$ cat src/rtl/regfile_pkg.sv
// Shared constants and helpers for the scoreboarded MIPS register file.
package regfile_pkg;

    localparam int unsigned DATA_W_DEF = 32;
    localparam int unsigned ADDR_W_DEF = 5;

    localparam logic [DATA_W_DEF-1:0] DATA_RST = '0;

    function automatic int unsigned depth_of(input int unsigned addr_w);
        return 32'd1 << addr_w;
    endfunction

endpackage

$ cat src/rtl/reg_scoreboard.sv
// Pending-producer bits per register plus an exact popcount of those bits.
module reg_scoreboard
    import regfile_pkg::*;
#(
    parameter int unsigned ADDR_W  = ADDR_W_DEF,
    parameter bit          ZERO_R0 = 1'b1
) (
    input  logic                          clk,
    input  logic                          rst_n,
    input  logic                          wr_en,
    input  logic [ADDR_W-1:0]             wr_addr,
    input  logic                          iss_en,
    input  logic [ADDR_W-1:0]             iss_addr,
    input  logic                          flush,
    output logic [depth_of(ADDR_W)-1:0]   pend,
    output logic [ADDR_W:0]               pend_cnt
);

    localparam int unsigned DEPTH = depth_of(ADDR_W);
    localparam int unsigned CNT_W = ADDR_W + 1;

    logic              wr_ok;
    logic              iss_ok;
    logic              inc;
    logic              dec;
    logic [DEPTH-1:0]  pend_nxt;
    logic [CNT_W-1:0]  cnt_nxt;

    // Flush beats issue, issue beats a same-address writeback; the counter moves by the bit changes.
    always_comb begin
        wr_ok    = wr_en  && !(ZERO_R0 && (wr_addr  == '0));
        iss_ok   = iss_en && !(ZERO_R0 && (iss_addr == '0));
        inc      = iss_ok && !pend[iss_addr];
        dec      = wr_ok && pend[wr_addr] && !(iss_ok && (iss_addr == wr_addr));
        pend_nxt = pend;
        cnt_nxt  = pend_cnt;
        if (flush) begin
            pend_nxt = '0;
            cnt_nxt  = '0;
        end else begin
            if (wr_ok) begin
                pend_nxt[wr_addr] = 1'b0;
            end
            if (iss_ok) begin
                pend_nxt[iss_addr] = 1'b1;
            end
            cnt_nxt = pend_cnt + CNT_W'(inc) - CNT_W'(dec);
        end
    end

    always_ff @(posedge clk or negedge rst_n) begin
        if (!rst_n) begin
            pend     <= '0;
            pend_cnt <= '0;
        end else begin
            pend     <= pend_nxt;
            pend_cnt <= cnt_nxt;
        end
    end

endmodule

$ cat src/rtl/reg_file_sb.sv
// Register file with two async read ports, one write port, optional bypass
// and a pending-write scoreboard feeding per-port busy flags.
module reg_file_sb
    import regfile_pkg::*;
#(
    parameter int unsigned DATA_W  = DATA_W_DEF,
    parameter int unsigned ADDR_W  = ADDR_W_DEF,
    parameter bit          ZERO_R0 = 1'b1,
    parameter bit          BYPASS  = 1'b1
) (
    input  logic               clk,
    input  logic               rst_n,
    input  logic [ADDR_W-1:0]  A1,
    input  logic [ADDR_W-1:0]  A2,
    output logic [DATA_W-1:0]  RD1,
    output logic [DATA_W-1:0]  RD2,
    output logic               BUSY1,
    output logic               BUSY2,
    input  logic               WE,
    input  logic [ADDR_W-1:0]  A3,
    input  logic [DATA_W-1:0]  WD3,
    input  logic               ISS_EN,
    input  logic [ADDR_W-1:0]  ISS_A,
    input  logic               FLUSH,
    output logic [ADDR_W:0]    PEND_CNT
);

    localparam int unsigned DEPTH = depth_of(ADDR_W);

    logic [DATA_W-1:0] regs [DEPTH];
    logic [DEPTH-1:0]  pend;
    logic              wr_ok;
    logic              byp_ok;

    always_comb begin
        wr_ok  = WE && !(ZERO_R0 && (A3 == '0));
        byp_ok = BYPASS && rst_n && wr_ok;
    end

    always_ff @(posedge clk or negedge rst_n) begin
        if (!rst_n) begin
            for (int unsigned i = 0; i < DEPTH; i++) begin
                regs[i] <= DATA_W'(DATA_RST);
            end
        end else if (wr_ok) begin
            regs[A3] <= WD3;
        end
    end

    // Read muxes: r0 forcing has the last word over any forwarded write.
    always_comb begin
        RD1   = regs[A1];
        BUSY1 = pend[A1];
        if (byp_ok && (A3 == A1)) begin
            RD1   = WD3;
            BUSY1 = 1'b0;
        end
        if (ZERO_R0 && (A1 == '0)) begin
            RD1   = '0;
            BUSY1 = 1'b0;
        end
    end

    always_comb begin
        RD2   = regs[A2];
        BUSY2 = pend[A2];
        if (byp_ok && (A3 == A2)) begin
            RD2   = WD3;
            BUSY2 = 1'b0;
        end
        if (ZERO_R0 && (A2 == '0)) begin
            RD2   = '0;
            BUSY2 = 1'b0;
        end
    end

    reg_scoreboard #(
        .ADDR_W  (ADDR_W),
        .ZERO_R0 (ZERO_R0)
    ) u_sb (
        .clk      (clk),
        .rst_n    (rst_n),
        .wr_en    (WE),
        .wr_addr  (A3),
        .iss_en   (ISS_EN),
        .iss_addr (ISS_A),
        .flush    (FLUSH),
        .pend     (pend),
        .pend_cnt (PEND_CNT)
    );

endmodule

$ cat config.mk
export PLATFORM = sky130hd
export DESIGN_NAME = reg_file_sb
export DESIGN_NICKNAME = d
export VERILOG_FILES = /design/src/rtl/regfile_pkg.sv /design/src/rtl/reg_scoreboard.sv /design/src/rtl/reg_file_sb.sv
export SDC_FILE = /design/constraint.sdc
export NUM_CORES = 2
export LEC_CHECK = 0
export BUFFER_PORTS_ARGS = -buffer_cell sky130_fd_sc_hd__buf_2
export CORE_AREA = 2 2 411 413
export CTS_CLUSTER_DIAMETER = 120
export DETAILED_ROUTE_END_ITERATION = 7
export DIE_AREA = 0 0 413 415
export MAX_ROUTING_LAYER = met4
export PLACE_DENSITY = 0.49
export SYNTH_ARGS = -nofsm -noshare
export SYNTH_HDL_FRONTEND = slang
export SYNTH_HIERARCHICAL = 1
export SYNTH_SLANG_ARGS = --single-unit
$ cat constraint.sdc
create_clock -name clk -period 4.9 [get_ports clk]
set_input_delay 1.47 -clock clk [delete_from_list [all_inputs] [get_ports clk]]
set_output_delay 1.47 -clock clk [all_outputs]
set_load 0.02 [all_outputs]
==> results.md <==
Die:
- The number of ports placed on the die boundary is 129.
- The die width is a little over 400 um.
- The floorplan step defined a die boundary enclosing between 150,000 and 200,000 um2.
- Once the floorplan was initialized, standard cells occupied a little over a third of the core.
- The initialized floorplan defines 150 standard-cell rows.
- The die is ~420 um tall.
- The placeable core region is approximately 170,000 um2.

Place:
- Summing all placed instances gives a cell area of 64,900 um2.
- The count of input and output buffers is 128.
- At the end of routability-driven placement, the weighted congestion stood at 0.854.
- The worst slack after detailed placement is -0.567 ns.
- Summed over all nets, the half-perimeter wirelength after detailed placement is around 140 mm.
- The number of instances in the placed design is 6,558.

Power and ir drop:
- The portion of total power attributed to sequential cells is a little over two fifths.
- The internal portion of total power is 19.7 mW.
- Dividing total power by cell area gives a power density of between 300 and 400 nW/um2.
- The part of the total power dissipated in the clock network is a little over a third.
- The switching power summed over all nets is a little under 8 mW.
- The cell leakage power is about 31 nW.
- The largest voltage drop on the vdd net is ~0.33 mV.
- The net switching share of the total power is 28.3%.
- Combinational logic burns between 20% and 30% of the power.

Global routing:
- For this run, the total global-route usage over all layers was measured as around 26%.
- The number of global-route vias before repair is between 40,000 and 50,000.
- The wire length of the first global-routing pass is between 300 and 400 mm.
- The initial antenna violation count came to 15.
- Entering global routing, the biggest net connects about 160 pins.
- Summed over all layers, the global routing overflow is 0.

Synthesis:
- The top cell type by area accounts for a little under half of the synthesized area.
- Counting every instance in the synthesized netlist gives 4,180.
- The sequential element share of the synthesized area is approximately 46%.
- The leading area contributor after synthesis is dfrtp_1.
- After synthesis, the cell types taking the most area are dfrtp_1 (46%), mux2_2 (21%), mux4_2 (17%).
- Synthesis instantiated between 50 and 60 different standard cells from the library.
- Yosys mapped a number of flops with a built-in enable equal to 0.
- Counting flops with an async set or reset pin after synthesis yields a share of 100%.
- Averaged over all synthesized cells, the footprint is between 10 and 15 um2.
- Ranked by instance count, the synthesized netlist is headed by mux2_2 (1,073), dfrtp_1 (1,062), mux4_2 (443).
- After synthesis the cells add up to 58,100 um2.
- The Yosys step of the flow raised 6 warnings.
- In the post-synthesis netlist, the cell with the most instances is mux2_2.
- The flop and latch count out of synthesis is 1,062.
- For this run, the leading register cell type out of synthesis is dfrtp_1.
- The synthesized netlist net count is 4,244.

Timing:
- In the post-route analysis, the smallest setup slack over all paths is -0.101 ns.
- For the pin with the worst max-slew slack, the measured transition is roughly 1.2 ns.
- The time the worst path needs with I/O delays and setup is between 5 and 6 ns.
- The fmax is 200 MHz.
- Setup violations remaining at the end of the flow were counted as 24.
- The count of endpoints failing hold in the final timing report came to 0.
- Between clock sinks in the finished design, the worst skew comes to 0.00976 ns.
- Headroom to the max-slew limit came out at approximately a quarter.
- Setup repair after global routing could not meet its margin everywhere.
- The final worst-path cycle share is 102%.
- The number of max-slew violations in the final report is 0.

Drt:
- For this run, design rule violations remaining after detail routing come to 0.
- The number of DRC violations after detailed-routing iteration 0 is 3,144.
- The via total after detailed routing is 40,200.
- Before antenna repair, the detailed router went through 5 iterations.
- In the final routed layout, each cell accounts on average for ~31 um.
- After detailed routing, the total wire length is around 220 mm.
- The number of antenna-violating nets in the routed design is 0.
- The per-cell via count in the routed design is 5.82.

Run status:
- The run finished, with violations left.
- The checks that failed: setup timing.

Critical path:
- The startpoint of the most critical setup path is A2[0].
- At the worst endpoint, the arrival time is 3.53 ns.
- The category of the critical setup timing path is in2out.
- The worst register-to-register path begins at u_sb/pend[21].
- Data on the critical path is required at its endpoint by between 3 and 4 ns.
- The worst setup path is launched from a primary input.
- The maximum fanout along the worst path is 8.
- The category of the worst setup path capture point is an output port.

Run:
- The tool flagged a number of max-cap violations equal to 0.

Clocking:
- Clock tree synthesis selected as its root buffer the cell clkbuf_16.
- After clock tree synthesis, the clock-pin slew on the worst setup and hold paths is 0.06 ns.
- The number of H-tree levels is 3.
- No sink is reached through more buffers than the 3 on the longest clock path.
- The clock net in this run drives a total of approximately 1,100 sinks.
- Buffers inserted during clock tree synthesis total about 120.
- TritonCTS built the clock tree.
- The worst-skew pair later-pin latency is roughly 0.74 ns.

Finish:
- The final standard cell count with taps included and fillers excluded is ~6,900.
- Relative to the synthesized area, the layout overhead comes to 24.2%.
- The share of final-layout standard cells stronger than drive strength 1 is 57.1%.
- The net count of the finished layout is around 4,700.
- The finished cells cover between 70,000 and 80,000 um2.

Min path:
- The hold path startpoint is regs[992].
- The tightest min-delay check is of the reg2reg type.
[per-layer routing]
layer	GRT usage, %	part of all wire [%]
met1	34.1	43
met2	40.0	48
met3	4.18	5.6
met4	8.57	3.5
met5	-	0
[sequential cells by signal (all words and copies together), names as in the netlist]
register,cells
u_sb/pend_cnt,6
u_sb/pend,32
regs,1024
[cell type report]
| type | instances | area (um2) |
|---|---|---|
| Tap cell | 2204 | 2760 |
| Clock buffer | 185 | 3680 |
| Antenna cell | 12 | 30.0 |
| Multi-Input combinational cell | 2644 | 30500 |
| Clock inverter | 36 | 514 |
| Inverter | 13 | 53.8 |
| Fill cell | 15300 | 94500 |
| Timing Repair Buffer | 747 | 8110 |
| Sequential cell | 1062 | 26600 |
[worst max-delay path, stage by stage]
cell     delay, ns
buf_16        0.15
buf_12        0.15
buf_16        0.15
buf_12        0.13
mux4_2        0.33
mux2i_1       0.08
o22ai_2       0.26
nor3_1        0.09
nor3_2        0.33
buf_4         0.22
buf_6         0.13
[per-stage QoR]
| stage | total power [mW] | setup TNS, ns | utilization, % | hold slack (ns) |
|---|---|---|---|---|
| 6_report | 27.5 | -0.781 | 43.3 | 0.373 |
| 5_1_grt | 28.7 | -2.07 | 43.3 | 0.385 |
| 2_1_floorplan | 15.4 | 0 | - | 0.425 |
| 4_1_cts | 27.5 | -0.602 | 42.4 | 0.377 |
| 3_5_place_dp | 17.6 | -11.48 | 38.9 | 0.363 |
| 3_3_place_gp | 17.4 | -12.00 | 38.9 | 0.360 |
[logic make-up after synthesis]
logic type / Yosys count / share of synthesized area (%)
AO/OA/AOI/OAI: 434 / 4.71
XOR/XNOR: 19 / 0.286
adder cells (fa/ha/maj): 7 / 0.164
buffers and inverters: 474 / 3.98
flip-flops: 1062 / 45.7
multiplexers: 1710 / 41.4
AND/OR/NAND/NOR: 474 / 3.77
[power groups by stage]
stage	clock (mW)	sequential (mW)	combinational, mW
after floorplan	0	11.3	4.11
after global placement	0	11.6	5.78
after detailed placement	0	11.7	5.86
after CTS	9.86	11.5	6.08
after global routing	10.2	11.8	6.68
final	9.66	11.6	6.27
[repair_timing]
item / 4_1_cts / 5_1_grt
gates resized for setup: 165 / 183
hold buffers: 0 / 0
pin swaps: 31 / 60
gates cloned: 15 / 8
setup endpoints to repair: 64 / 54
setup buffers: 38 / 60
[placed cells by master (no fill, tap or decap), drive strengths merged, types with 4 or more instances in the layout]
cell    netlist  layout
and3          4       4
mux4        446     446
o21ai        92      92
a22oi        49      49
nor3         41      41
nor2        146     146
or2           5       5
or3b          6       6
nand2b       22      22
a22o         16      16
nand2       148     148
clkbuf      227     193
nor4         20      20
xor2         12      12
a31oi        19      19
mux2i       191     191
nand3        40      40
diode         0      12
clkinv        1      18
bufinv        0      11
xnor2         7       7
buf         234     733
nand3b       12      12
bufbuf        0       6
o22ai        66      66
ha            6       6
o221ai       32      32
dfrtp      1062    1062
inv          12      17
nor2b        10      10
a211oi       20      20
a41oi        16      16
nor3b         6       6
mux2       1073    1073
a21oi       110     110
[path summary, 6_finish.rpt]
kind	depth (start not counted)	slack, ns	to
worst max register to register	12	1.46	u_sb/pend_cnt[5]
min in group asynchronous	2	0.71	regs[154]
worst min register to register	0	0.37	regs[992]
worst min-delay path	0	0.37	regs[992]
worst max-delay path	11	-0.10	RD2[2]
max in group asynchronous	5	1.65	regs[43]
Power figures use the tool's default switching activity.
